<file path="src/rtl/msk_add_wtk_sched.sv">
// Masked tweakey / W-constant adder for the Clyde datapath, with internal tweak schedule and W LFSR.
// Optional per-transfer share refresh: define MSK_ADDWTK_REFRESH_EN (adds the rnd port).
module msk_add_wtk_sched #(
  parameter int              Nbits  = 128,
  parameter int              d      = 2,
  parameter int              ROWS   = Nbits / 32,
  parameter int              NTK    = 7,
  parameter logic [ROWS-1:0] W_INIT = {{(ROWS-1){1'b0}}, 1'b1},
  parameter logic [ROWS-1:0] W_TAPS = ROWS'(4'b1100)
) (
  input  logic                   clk,
  input  logic                   nrst,
  input  logic                   start,
  input  logic [Nbits-1:0]       tweak,
  output logic                   busy,
  input  logic                   in_valid,
  output logic                   in_ready,
  input  logic [1:0]             in_mode,
  input  logic [d*Nbits-1:0]     sharing_bundle_in,
  input  logic [d*Nbits-1:0]     sharing_K,
`ifdef MSK_ADDWTK_REFRESH_EN
  input  logic [(d-1)*Nbits-1:0] rnd,
`endif
  output logic                   out_valid,
  input  logic                   out_ready,
  output logic [d*Nbits-1:0]     sharing_bundle_out,
  output logic                   out_last
);

  localparam int CNT_W = $clog2(NTK + 1);
  localparam int HALF  = Nbits / 2;

  typedef enum logic {S_IDLE, S_RUN} state_t;

  state_t             r_state, w_state_nxt;
  logic               w_in_ready;
  logic               w_xfer;
  logic               w_tk_last;
  logic [Nbits-1:0]   r_tweak;
  logic [CNT_W-1:0]   r_tk_cnt;
  logic [1:0]         r_phase;
  logic [ROWS-1:0]    r_lfsr;
  logic [ROWS-1:0]    w_lfsr_nxt;
  logic [HALF-1:0]    w_t1, w_t0;
  logic [Nbits-1:0]   w_delta;
  logic [d*Nbits-1:0] w_sum;
  logic [d*Nbits-1:0] r_out;
  logic               r_out_valid;
  logic               r_out_last;

  assign w_t1      = r_tweak[Nbits-1:HALF];
  assign w_t0      = r_tweak[HALF-1:0];
  assign w_tk_last = (r_tk_cnt == CNT_W'(NTK - 1));
  assign w_xfer    = in_valid && w_in_ready;

  // NOTE: every always_comb output gets a default before the case, so no path can infer a latch.
  always_comb begin
    w_state_nxt = r_state;
    w_in_ready  = 1'b0;
    case (r_state)
      S_IDLE: if (start) w_state_nxt = S_RUN;
      S_RUN: begin
        w_in_ready = !r_out_valid || out_ready;
        if (in_valid && w_in_ready && in_mode[0] && w_tk_last) w_state_nxt = S_IDLE;
      end
      default: w_state_nxt = S_IDLE;
    endcase
  end

  always_ff @(posedge clk or negedge nrst) begin
    if (!nrst) r_state <= S_IDLE;
    else       r_state <= w_state_nxt;
  end

  generate
    if (ROWS > 1) begin : g_lfsr_shift
      assign w_lfsr_nxt = {r_lfsr[ROWS-2:0], ^(r_lfsr & W_TAPS)};
    end else begin : g_lfsr_single
      assign w_lfsr_nxt = ^(r_lfsr & W_TAPS);
    end
  endgenerate

  // 3-phase tweak schedule: the delta cycles through the three linear mixes of T1/T0.
  always_comb begin
    case (r_phase)
      2'd1:    w_delta = {w_t0, w_t0 ^ w_t1};
      2'd2:    w_delta = {w_t0 ^ w_t1, w_t1};
      default: w_delta = {w_t1, w_t0};
    endcase
  end

  // NOTE: blocking assignments here build the sum step by step inside one combinational
  // evaluation; registered state below uses non-blocking assignments only.
  always_comb begin
    w_sum = sharing_bundle_in;
    if (in_mode[0]) begin
      w_sum = w_sum ^ sharing_K;
      for (int j = 0; j < Nbits; j++) w_sum[d*j] = w_sum[d*j] ^ w_delta[j];
    end
    if (in_mode[1]) begin
      for (int r = 0; r < ROWS; r++) w_sum[d*32*r] = w_sum[d*32*r] ^ r_lfsr[r];
    end
`ifdef MSK_ADDWTK_REFRESH_EN
    // Each fresh bit lands on one leading share and on the last share, so the unmasked value is unchanged.
    for (int j = 0; j < Nbits; j++) begin
      for (int i = 0; i < d - 1; i++) w_sum[d*j+i] = w_sum[d*j+i] ^ rnd[(d-1)*j+i];
      w_sum[d*j+d-1] = w_sum[d*j+d-1] ^ (^rnd[(d-1)*j +: d-1]);
    end
`endif
  end

  always_ff @(posedge clk or negedge nrst) begin
    if (!nrst) begin
      r_tweak  <= '0;
      r_tk_cnt <= '0;
      r_phase  <= 2'd0;
      r_lfsr   <= W_INIT;
    end else if (r_state == S_IDLE && start) begin
      r_tweak  <= tweak;
      r_tk_cnt <= '0;
      r_phase  <= 2'd0;
      r_lfsr   <= W_INIT;
    end else if (w_xfer) begin
      if (in_mode[0]) begin
        r_tk_cnt <= r_tk_cnt + CNT_W'(1);
        r_phase  <= (r_phase == 2'd2) ? 2'd0 : r_phase + 2'd1;
      end
      if (in_mode[1]) r_lfsr <= w_lfsr_nxt;
    end
  end

  // NOTE: the wide data register is reset as well, so an aborted run leaves no shares visible.
  always_ff @(posedge clk or negedge nrst) begin
    if (!nrst) begin
      r_out       <= '0;
      r_out_valid <= 1'b0;
      r_out_last  <= 1'b0;
    end else if (w_xfer) begin
      r_out       <= w_sum;
      r_out_valid <= 1'b1;
      r_out_last  <= in_mode[0] && w_tk_last;
    end else if (out_ready) begin
      r_out_valid <= 1'b0;
      r_out_last  <= 1'b0;
    end
  end

  assign busy               = (r_state == S_RUN);
  assign in_ready           = w_in_ready;
  assign out_valid          = r_out_valid;
  assign out_last           = r_out_last;
  assign sharing_bundle_out = r_out;

endmodule
</file>
<file path="config.mk">
export PLATFORM = sky130hd
export DESIGN_NAME = msk_add_wtk_sched
export DESIGN_NICKNAME = d
export VERILOG_FILES = /design/src/rtl/msk_add_wtk_sched.sv
export SDC_FILE = /design/constraint.sdc
export NUM_CORES = 1
export LEC_CHECK = 0
export ABC_CLOCK_PERIOD_IN_PS = 2600
export CORE_AREA = 2 2 351 353
export CTS_BUF_LIST = sky130_fd_sc_hd__clkbuf_4 sky130_fd_sc_hd__clkbuf_8 sky130_fd_sc_hd__clkbuf_16
export DETAILED_ROUTE_END_ITERATION = 10
export DIE_AREA = 0 0 353 355
export DONT_BUFFER_PORTS = 1
export PLACE_DENSITY = 0.4
export SETUP_SLACK_MARGIN = 0.2
export SYNTH_ARGS = -nofsm -noshare
export SYNTH_HDL_FRONTEND = slang
export SYNTH_SLANG_ARGS = --single-unit
</file>
<file path="constraint.sdc">
create_clock -name clk -period 2.6 [get_ports clk]
set_input_delay 0.78 -clock clk [delete_from_list [all_inputs] [get_ports clk]]
set_output_delay 0.78 -clock clk [all_outputs]
set_load 0.01 [all_outputs]
</file>
==> results of run 1 <==
-- metal layers --
layer	GRT usage (%)	share of wire, %	vias up	routed length, µm
met3	6.67	10	126	11000
met4	4.03	2.1	6	2240
li1	-	-	9957	-
met5	0	0.034	-	36
met1	19.8	42	10100	44600
met2	25.8	46	656	49100
-- final timing paths --
path                            slack, ns  startpoint                      end  cells after the start
worst max-delay path                 0.25  r_phase[0]  sharing_bundle_out[106]                      9
worst min-delay path                -0.15        nrst  sharing_bundle_out[151]                      0
worst max register to register       0.25  r_phase[0]  sharing_bundle_out[106]                      9
worst min register to register       0.52   r_lfsr[0]                r_lfsr[0]                      2
max in group asynchronous            1.76        nrst               r_tweak[3]                      0
min in group clk                     0.25   tweak[70]              r_tweak[70]                      2
-- cells by family after synthesis --
group | count (synthesis) | share of synthesized area [%]
AO/OA/AOI/OAI | 585 | 14.5
XOR/XNOR | 196 | 7.28
adder cells (fa/ha/maj) | 6 | 0.318
buffers and inverters | 275 | 4.73
flip-flops | 396 | 42.0
multiplexers | 5 | 0.424
AND/OR/NAND/NOR | 1436 | 30.7
-- placed cells by master (no fill, tap or decap), types with 3 or more instances in the layout --
master      instances
buf_12             26
nand2b_1           67
or3_1              66
buf_6               3
dfrtp_1           395
buf_16              5
xnor2_1            63
diode_2            10
buf_4              46
clkbuf_16          60
o211ai_1           67
mux4_2              4
nand4_1            62
nand3_1            73
a31oi_1           124
and3_1             62
inv_1              67
xor2_1            133
clkinv_2            5
ha_4                4
nor2_1            126
clkbuf_4           13
and2_1              3
o31ai_1            62
o21ai_0           254
clkbuf_8            6
or4_1              62
nand3b_1           63
inv_6               4
a21oi_1            59
bufinv_16           9
nand4b_1           64
a21oi_2             3
nor2b_1           123
nand2_1           660
clkinvlp_4          4
o21ai_1             9
-- state kept, by name, summed over array words and instances, names as in the netlist --
| signal | flops |
|---|---|
| busy | 1 |
| out_last | 1 |
| out_valid | 1 |
| r_lfsr | 4 |
| r_phase | 2 |
| r_tk_cnt | 3 |
| r_tweak | 128 |
| sharing_bundle_out | 256 |
-- worst register-to-register path: cells and delay by family, from the launching register on --
kind                       cells  cell delay (ns)
buffers and inverters          3             0.52
AOI/OAI and AO/OA              3             0.58
and+or+nand+nor                2             0.60
adders and majority gates      1             0.20
DFF                            1             0.38
-- power by group through the flow --
stage	Sequential, mW	Combinational, mW	Clock [mW]
CTS	11.9	12.8	8.46
global route	12.2	15.1	8.65
global placement	12.0	12.3	0
floorplan	10.5	8.91	0
finish	11.8	13.5	8.14
detailed placement	12.0	12.5	0
-- timing repair --
item	4_1_cts	5_1_grt
gates resized for setup	7	22
buffers inserted	4	5
hold endpoints to repair	395	395
pin swaps	2	13
gates cloned	1	7
setup endpoints to repair	20	37
-- final cells by class --
class	count	area share [%]
diodes	10	0.0893
repair buffers	89	4.43
multi-input cells	2228	45.2
well taps	1625	7.26
inverters	71	0.978
clock inverters	22	1.29
clock buffers	72	5.38
flip-flops and latches	396	35.4
-- synthesized netlist by cell type (all sizes together), types with 4 or more instances --
cell type	number	area share [%]
nand4b	64	2.4
clkbuf	155	2.5
nand3b	63	2.0
a21oi	62	1.3
o31ai	62	2.0
dfrtp	395	42
or4	62	2.0
nand2	661	11
nand4	62	1.6
nand3	73	1.5
and3	62	1.6
o211ai	67	2.1
xor2	133	4.9
mux4	4	0.38
a31oi	124	3.3
buf	49	1.1
nand2b	68	1.8
o21ai	263	5.6
or3	66	1.8
nor2	126	2.0
inv	71	1.1
xnor2	63	2.3
ha	6	0.32
nor2b	125	3.3
and2	4	0.11
==> metrics.txt, run 1 <==
DR vias/cell=4.62; Clock Skews=0.0139 ns; Final Util=23.1%; Mapped Avg Cell Area=8.14 µm²; GP Congestion=0.905; port bufs=0; Core ar.=121000 µm²; final count of negative-setup-slack endpoints=0; failing checks=hold timing; register area share after synthesis=42.0%; MaxCap Viol Count=0; Synth Warn #=0; syn_nets=3552; sequential share of power=35.4%; placed insts=4392; clock buffer depth=3; HP Class=in2async; Most common cell on crit path=buf_4; predominant post-synthesis flop cell=dfrtp_1; min cycle time layout=2.35 ns; Post-Syn Area=23600 µm²; number of synthesized flops with an enable pin=0; first-pass GRT wire length=149 mm; Clock Pin Slew Worst Setup and Hold Paths=0.06 ns; Cell Pwr Density=1200 nW/µm²; Int Pwr=19.2 mW; Setup crit end kind=flop; status=complete, but fails checks; Tcrit/Tclk final=90.6%; DRC errors left=0; die width=353 µm; HPWL after DPL=78.8 mm; Ports=907; vias in the first global route=19800; RSZ-0062 raised after global routing=true; Arrival @ worst endpoint=2.91 ns; final hold vios=197; post-synthesis register bit count=396; initial core utilization=19.4%; leakage power figure=11.4 nW; Iteration-0 DRC Markers=1384; worst slew pin tran=1.22 ns; WS Path Type=reg2reg; Comb pwr share=40.3%; Sw Ratio=42.7%; final total power=33.5 mW; routed length per instance=23.7 µm; initial antenna violation count=17; largest net degree at the start of global routing=397; die footprint=125000 µm²; dpl ws=0.0369 ns; Worst path top cell family by delay=simple AND/OR/NAND/NOR gates; Final TNS setup=0 ns; Final Non-Filler Cells=4513; ys async rst share=100%; fmax=425 MHz; antenna viol nets, final=0; footprint of the multi-input gates=12700 µm²; fin nets=3492; Mapped Cells=2899; total net switching power=14.3 mW; Slew HR=18.7%; worst-path cell chain=buf_4 > ha_4 > buf_4 > clkbuf_16 > nor2b_1 > o21ai_0 > a21oi_1 > or4_1 > a31oi_1; worst path bufs/invs=3; final worst slack=0.245 ns; clock network power share=24.3%; area delta synth->final=18.8%; CTS sink count=396; post-route cell area=28000 µm²; Synth cell types=37; CTS root buf=clkbuf_16; CP Launch Type=flop; final count of pins violating max slew=0; fillers=13500; Post-DP Area=25800 µm²; H-tree Lvls=2; CP Max Fanout=20; CP max stage cell=or4_1; Clock Latency Late Sink=0.63 ns; Total Routing Usage GR=16.0%; via count=20800; Die Ht=355 µm; DR pass1 iterations=5; GRT Residual Overflow=0; CTS buffer count=53; TritonCTS clock tree=built; Cell Rows=128; register area=9910 µm²; crit-path max cell delay=0.47 ns; Crit path required time=3.15 ns; layout cells sized above 1=7.16%; final WL=107 mm; hold slack=-0.151 ns; VDD IR max=0.510 mV
(Power assumes the default switching activity.)
==> run 2: changes to the inputs <==
- ABC_AREA: unset -> 1
- CORE_AREA: 2 2 351 353 -> 2 2 348 350
- CTS_CLUSTER_DIAMETER: unset -> 150
- DIE_AREA: 0 0 353 355 -> 0 0 350 352
- PLACE_DENSITY: 0.4 -> 0.42
==> metrics.txt, run 2 <==
status=complete, but fails checks; failing checks=hold timing; CP Max Fanout=2 (-90%); fin nets=4185 (+20%); Clock Pin Slew Worst Setup and Hold Paths=0.06 ns (about the same); post-synthesis register bit count=396 (unchanged); HP Class=in2async; worst path bufs/invs=2 (-1); initial core utilization=20.6% (+1.2 points); Tcrit/Tclk final=87.4% (-3.2 points); antenna viol nets, final=0 (unchanged); Cell Pwr Density=1250 nW/µm² (+4.5%); Worst path top cell family by delay=buffers and inverters; dpl ws=0.270 ns (+0.233 ns); most common cell in the netlist=nand2_1; leakage power figure=14.2 nW (+25%); Final Util=24.0% (+0.89 points); syn_nets=4238 (+19%); final WL=107 mm (+0.35%); die width=350 µm (-0.85%); HPWL after DPL=81.2 mm (+3.0%); initial antenna violation count=17 (unchanged); CTS buffer count=52 (-1.9%); Cell Rows=127 (-0.78%); Int Pwr=19.2 mW (about the same); CP Launch Type=flop; total net switching power=16.5 mW (+16%); number of synthesized flops with an enable pin=0 (unchanged); Synth Warn #=0 (unchanged); Arrival @ worst endpoint=1.49 ns (-1.42 ns); fmax=440 MHz (+3.7%); VDD IR max=0.511 mV (+0.12%); predominant post-synthesis flop cell=dfrtp_1; register area share after synthesis=40.2% (-1.8 points); clock buffer depth=3 (unchanged); Synth top area share=40.1% (-1.8 points); worst-path cell chain=inv_1 > a21oi_2 > buf_4; crit-path max cell delay=0.38 ns (-0.09 ns); Sw Ratio=46.3% (+3.6 points); setup bufs post-CTS=0 (-4); via count=22500 (+8.2%); final hold vios=160 (-19%); routed length per instance=20.7 µm (-13%); Ports=907 (unchanged); CTS sink count=396 (unchanged); MaxCap Viol Count=0 (unchanged); largest net degree at the start of global routing=397 (unchanged); most common cell after layout, fill and taps aside=nand2_1; RSZ-0062 raised after global routing=true; worst slew pin tran=1.19 ns (-0.0310 ns); sequential share of power=31.5% (-3.9 points); Post-Syn Area=24600 µm² (+4.4%); Largest register FFs=256 (unchanged); TritonCTS clock tree=built; Final TNS setup=0 ns (unchanged); final count of negative-setup-slack endpoints=0 (unchanged); area delta synth->final=16.1%; Crit path required time=1.82 ns (-1.33 ns); CTS root buf=clkbuf_16; Core ar.=119000 µm² (-1.7%); vias in the first global route=21700 (+9.9%); Iteration-0 DRC Markers=1811 (+31%); Die Ht=352 µm (-0.85%); CP max stage cell=dfrtp_1; Mapped Cells=3585 (+24%); GP Congestion=0.921 (+1.7%); leading area contributor after synthesis=dfrtp_1; layout cells sized above 1=5.15% (-2.0 points); min cycle time layout=2.27 ns (-0.0832 ns); port bufs=0 (unchanged); die footprint=123000 µm² (-1.7%); commonest cells after routing, fill and taps aside=nand2_1, dfrtp_1, o21ai_0; synth top area cells=dfrtp_1, nand2_1, xor2_1; Total Routing Usage GR=16.8% (+0.78 points); final worst slack=0.328 ns (+0.0832 ns); hold slack=-0.143 ns (+0.00789 ns); final total power=35.7 mW (+6.6%); ys async rst share=100% (unchanged); WS Path Type=reg2out; Clock Latency Late Sink=0.63 ns (about the same); DR pass1 iterations=5 (unchanged); Slew HR=20.8% (+2.1 points); DR vias/cell=4.34 (-6.0%); Comb pwr share=45.9% (+5.6 points); most frequent cells after synthesis=nand2_1, dfrtp_1, o21ai_0; Synth cell types=26 (-30%); Clock Skews=0.0173 ns (+0.00336 ns); H-tree Lvls=2 (unchanged); GRT Residual Overflow=0 (unchanged); Setup crit end kind=primary output; DRC errors left=0 (unchanged); first-pass GRT wire length=153 mm (+2.9%); final count of pins violating max slew=0 (unchanged); clock network power share=22.6% (-1.7 points); Mapped Avg Cell Area=6.87 µm² (-16%)
==> run 2: logic make-up (layout without fill, tap and decap cells) <==
| group | Yosys count | after routing | synth area share [%] |
|---|---|---|---|
| AND/OR/NAND/NOR | 2197 | 2197 | 36.2 |
| AO/OA/AOI/OAI | 395 | 395 | 8.06 |
| other | 0 | 8 | 0 |
| adder cells (fa/ha/maj) | 6 | 6 | 0.305 |
| flip-flops | 396 | 396 | 40.2 |
| buffers and inverters | 334 | 322 | 6.06 |
| XOR/XNOR | 257 | 257 | 9.14 |
==> run 2: final cells by class <==
type,instances,area [µm²]
diodes,8,20.0
clock buffers,78,1590
clock inverters,17,303
fillers,13300,90700
inverters,151,587
multi-input cells,2855,13300
flip-flops and latches,396,9910
well taps,1612,2020
repair buffers,76,891
==> run 2: final timing paths <==
kind	slack (ns)	to	from	cells past startpoint
worst max-delay path	0.33	in_ready	busy	3
worst min-delay path	-0.14	sharing_bundle_out[149]	nrst	0
worst max register to register	0.38	sharing_bundle_out[74]	r_phase[0]	13
worst min register to register	0.52	r_lfsr[0]	r_lfsr[0]	2
max in group asynchronous	1.77	sharing_bundle_out[92]	nrst	0
min in group clk	0.27	r_tweak[22]	tweak[22]	2
==> run 2: routing by layer <==
metal  routed length, µm  GRT usage (%)  vias to the layer above
met5                  75              0                        -
met4                2170           4.22                       12
met3               10900           6.88                      123
met2               47500           26.0                      735
met1               46700           21.6                    10500
li1                    -              -                    11200
==> run 2: power by group through the flow <==
stage | registers [mW] | clock network (mW) | logic [mW]
CTS | 11.2 | 8.39 | 16.4
global placement | 11.3 | 0 | 16.2
detailed placement | 11.3 | 0 | 16.4
global route | 11.5 | 8.59 | 19.2
floorplan | 10.4 | 0 | 12.4
finish | 11.2 | 8.07 | 16.4
==> run 2: repair_timing <==
| action | CTS | global route |
|---|---|---|
| endpoints found under the setup margin | 0 | 28 |
| endpoints found under the hold margin | 395 | 395 |
| gates resized for setup | 0 | 5 |
==> run 2: metrics by stage <==
stage               std cells  instance area, µm²
floorplan                3585               24600
global placement         5089               26600
detailed placement       5089               26600
CTS                      5184               28500
global route             5190               28600
finish                   5193               28600
==> run 3: changes to the inputs <==
- ABC_AREA: 1 -> unset
- CORE_AREA: 2 2 348 350 -> 2 2 351 353
- DIE_AREA: 0 0 350 352 -> 0 0 353 355
- PLACE_DENSITY: 0.42 -> 0.4
- REMOVE_ABC_BUFFERS: unset -> 1
- SLEW_MARGIN: unset -> 10
==> metrics.txt, run 3 (synthesis gave the netlist of run 1 again) <==
routed length per instance=23.7 µm (+15%); HPWL after DPL=80.8 mm (-0.48%); fin nets=3491 (-17%); Clock Skews=0.0257 ns (+0.00837 ns); CTS sink count=396 (unchanged); CTS root buf=clkbuf_16; initial antenna violation count=40 (+23); Final Non-Filler Cells=4528 (-13%); Cell Rows=128 (+0.79%); Final TNS setup=0 ns (unchanged); HP Class=in2async; DRC errors left=0 (unchanged); worst path bufs/invs=3 (+1); Core ar.=121000 µm² (+1.7%); Crit path required time=3.15 ns (+1.33 ns); MaxCap Viol Count=0 (unchanged); status=complete, but fails checks; Worst path top cell family by delay=simple AND/OR/NAND/NOR gates; antenna viol nets, final=0 (unchanged); TritonCTS clock tree=built; RSZ-0062 raised after global routing=true; port bufs=0 (unchanged); fmax=436 MHz (-0.95%); final total power=32.8 mW (-8.1%); dpl ws=0.0948 ns (-0.175 ns); first-pass GRT wire length=149 mm (-2.5%); leakage power figure=11.3 nW (-20%); Setup crit end kind=flop; worst slew pin tran=1.74 ns (+0.554 ns); Iteration-0 DRC Markers=1295 (-28%); Clock Latency Late Sink=0.64 ns (about the same); GP Congestion=0.809 (-12%); die width=353 µm (+0.86%); DR pass1 iterations=5 (unchanged); layout cells sized above 1=7.25% (+2.1 points); CTS buffer count=53 (+1.9%); area delta synth->final=18.3%; most common cell after layout, fill and taps aside=nand2_1; worst-path cell chain=inv_1 > buf_4 > ha_4 > buf_16 > nor2b_1 > o21ai_0 > and3_1 > or4_1 > a31oi_1; final count of negative-setup-slack endpoints=0 (unchanged); DR vias/cell=4.56 (+5.0%); Slew HR=-16.1% (-37 points); Arrival @ worst endpoint=2.84 ns (+1.35 ns); Post-DP Area=25700 µm² (-3.4%); GRT Residual Overflow=0 (unchanged); final WL=108 mm (+0.11%); CP max stage cell=or4_1; die footprint=125000 µm² (+1.7%); final worst slack=0.306 ns (-0.0218 ns); initial core utilization=19.4% (-1.2 points); WS Path Type=reg2reg; final count of pins violating max slew=111 (+111); Cell Pwr Density=1180 nW/µm² (-5.8%); Die Ht=355 µm (+0.85%); hold slack=-0.143 ns (-0.000285 ns); vias in the first global route=19600 (-9.6%); H-tree Lvls=2 (unchanged); VDD IR max=0.477 mV (-6.7%); Clock Pin Slew Worst Setup and Hold Paths=0.06 ns (about the same); final hold vios=22 (-86%); crit-path max cell delay=0.40 ns (+0.02 ns); CP Launch Type=flop; failing checks=hold timing, slew limit; commonest cells after routing, fill and taps aside=nand2_1, dfrtp_1, o21ai_0; post-route cell area=27900 µm² (-2.4%); Total Routing Usage GR=16.4% (-0.43 points); Tcrit/Tclk final=88.2% (+0.84 points); Largest register FFs=256 (unchanged); clock buffer depth=3 (unchanged); Ports=907 (unchanged); min cycle time layout=2.29 ns (+0.0218 ns); Final Util=23.0% (-0.98 points); CP Max Fanout=60 (+58); placed insts=4395 (-14%); largest net degree at the start of global routing=397 (unchanged); via count=20600 (-8.5%)
## run 3: changes by cell type in the layout (fill, tap and decap cells not counted), sizes merged, moves of 64 or more
| cell | delta |
|---|---|
| a21oi | -68 |
| a31oi | +124 |
| inv | -75 |
| nand2 | -1257 |
| nand2b | +68 |
| nand3 | -74 |
| nand4b | +64 |
| nor2 | +124 |
| nor2b | +125 |
| o211ai | +66 |
| or3 | +66 |
| xor2 | -123 |
## run 3: layout make-up
class,count,area (µm²)
fillers,13400,93500
multi-input cells,2228,12700
flip-flops and latches,396,9910
well taps,1625,2030
clock buffers,71,1520
repair buffers,88,1120
clock inverters,27,317
inverters,71,275
diodes,22,55.1
## run 3: power breakdown
group          switching (mW)  internal [mW]  total (mW)
registers                3.48           8.30        11.8
logic                    7.38           5.80        13.2
clock network            3.16           4.70        7.86
total                    14.0           18.8        32.8
## run 3: timing repair
action                                  in CTS  in global routing
resized for setup                            6                 32
pin swaps                                    4                 11
setup buffers                                2                  7
endpoints found under the setup margin      30                107
endpoints found under the hold margin      395                331
cloned                                       2                  2
## run 3: path summary, 6_finish.rpt
kind                       startpoint  slack, ns                      to  cells after the start
min in group clk            tweak[65]       0.25             r_tweak[65]                      2
hold reg to reg             r_lfsr[0]       0.51               r_lfsr[0]                      2
max in group asynchronous        nrst       1.36             r_tweak[82]                      0
hold / removal                   nrst      -0.14  sharing_bundle_out[40]                      0
setup / recovery           r_phase[1]       0.31  sharing_bundle_out[70]                      9
setup reg to reg           r_phase[1]       0.31  sharing_bundle_out[70]                      9
## run 3: routing by layer
metal / part of all wire, % / vias to the layer above / global-route usage, %
li1: - / 9982 / -
met1: 36 / 9736 / 17.1
met2: 47 / 693 / 27.5
met4: 4.6 / 38 / 7.47
met5: 0.23 / - / 0
met3: 11 / 182 / 8.22
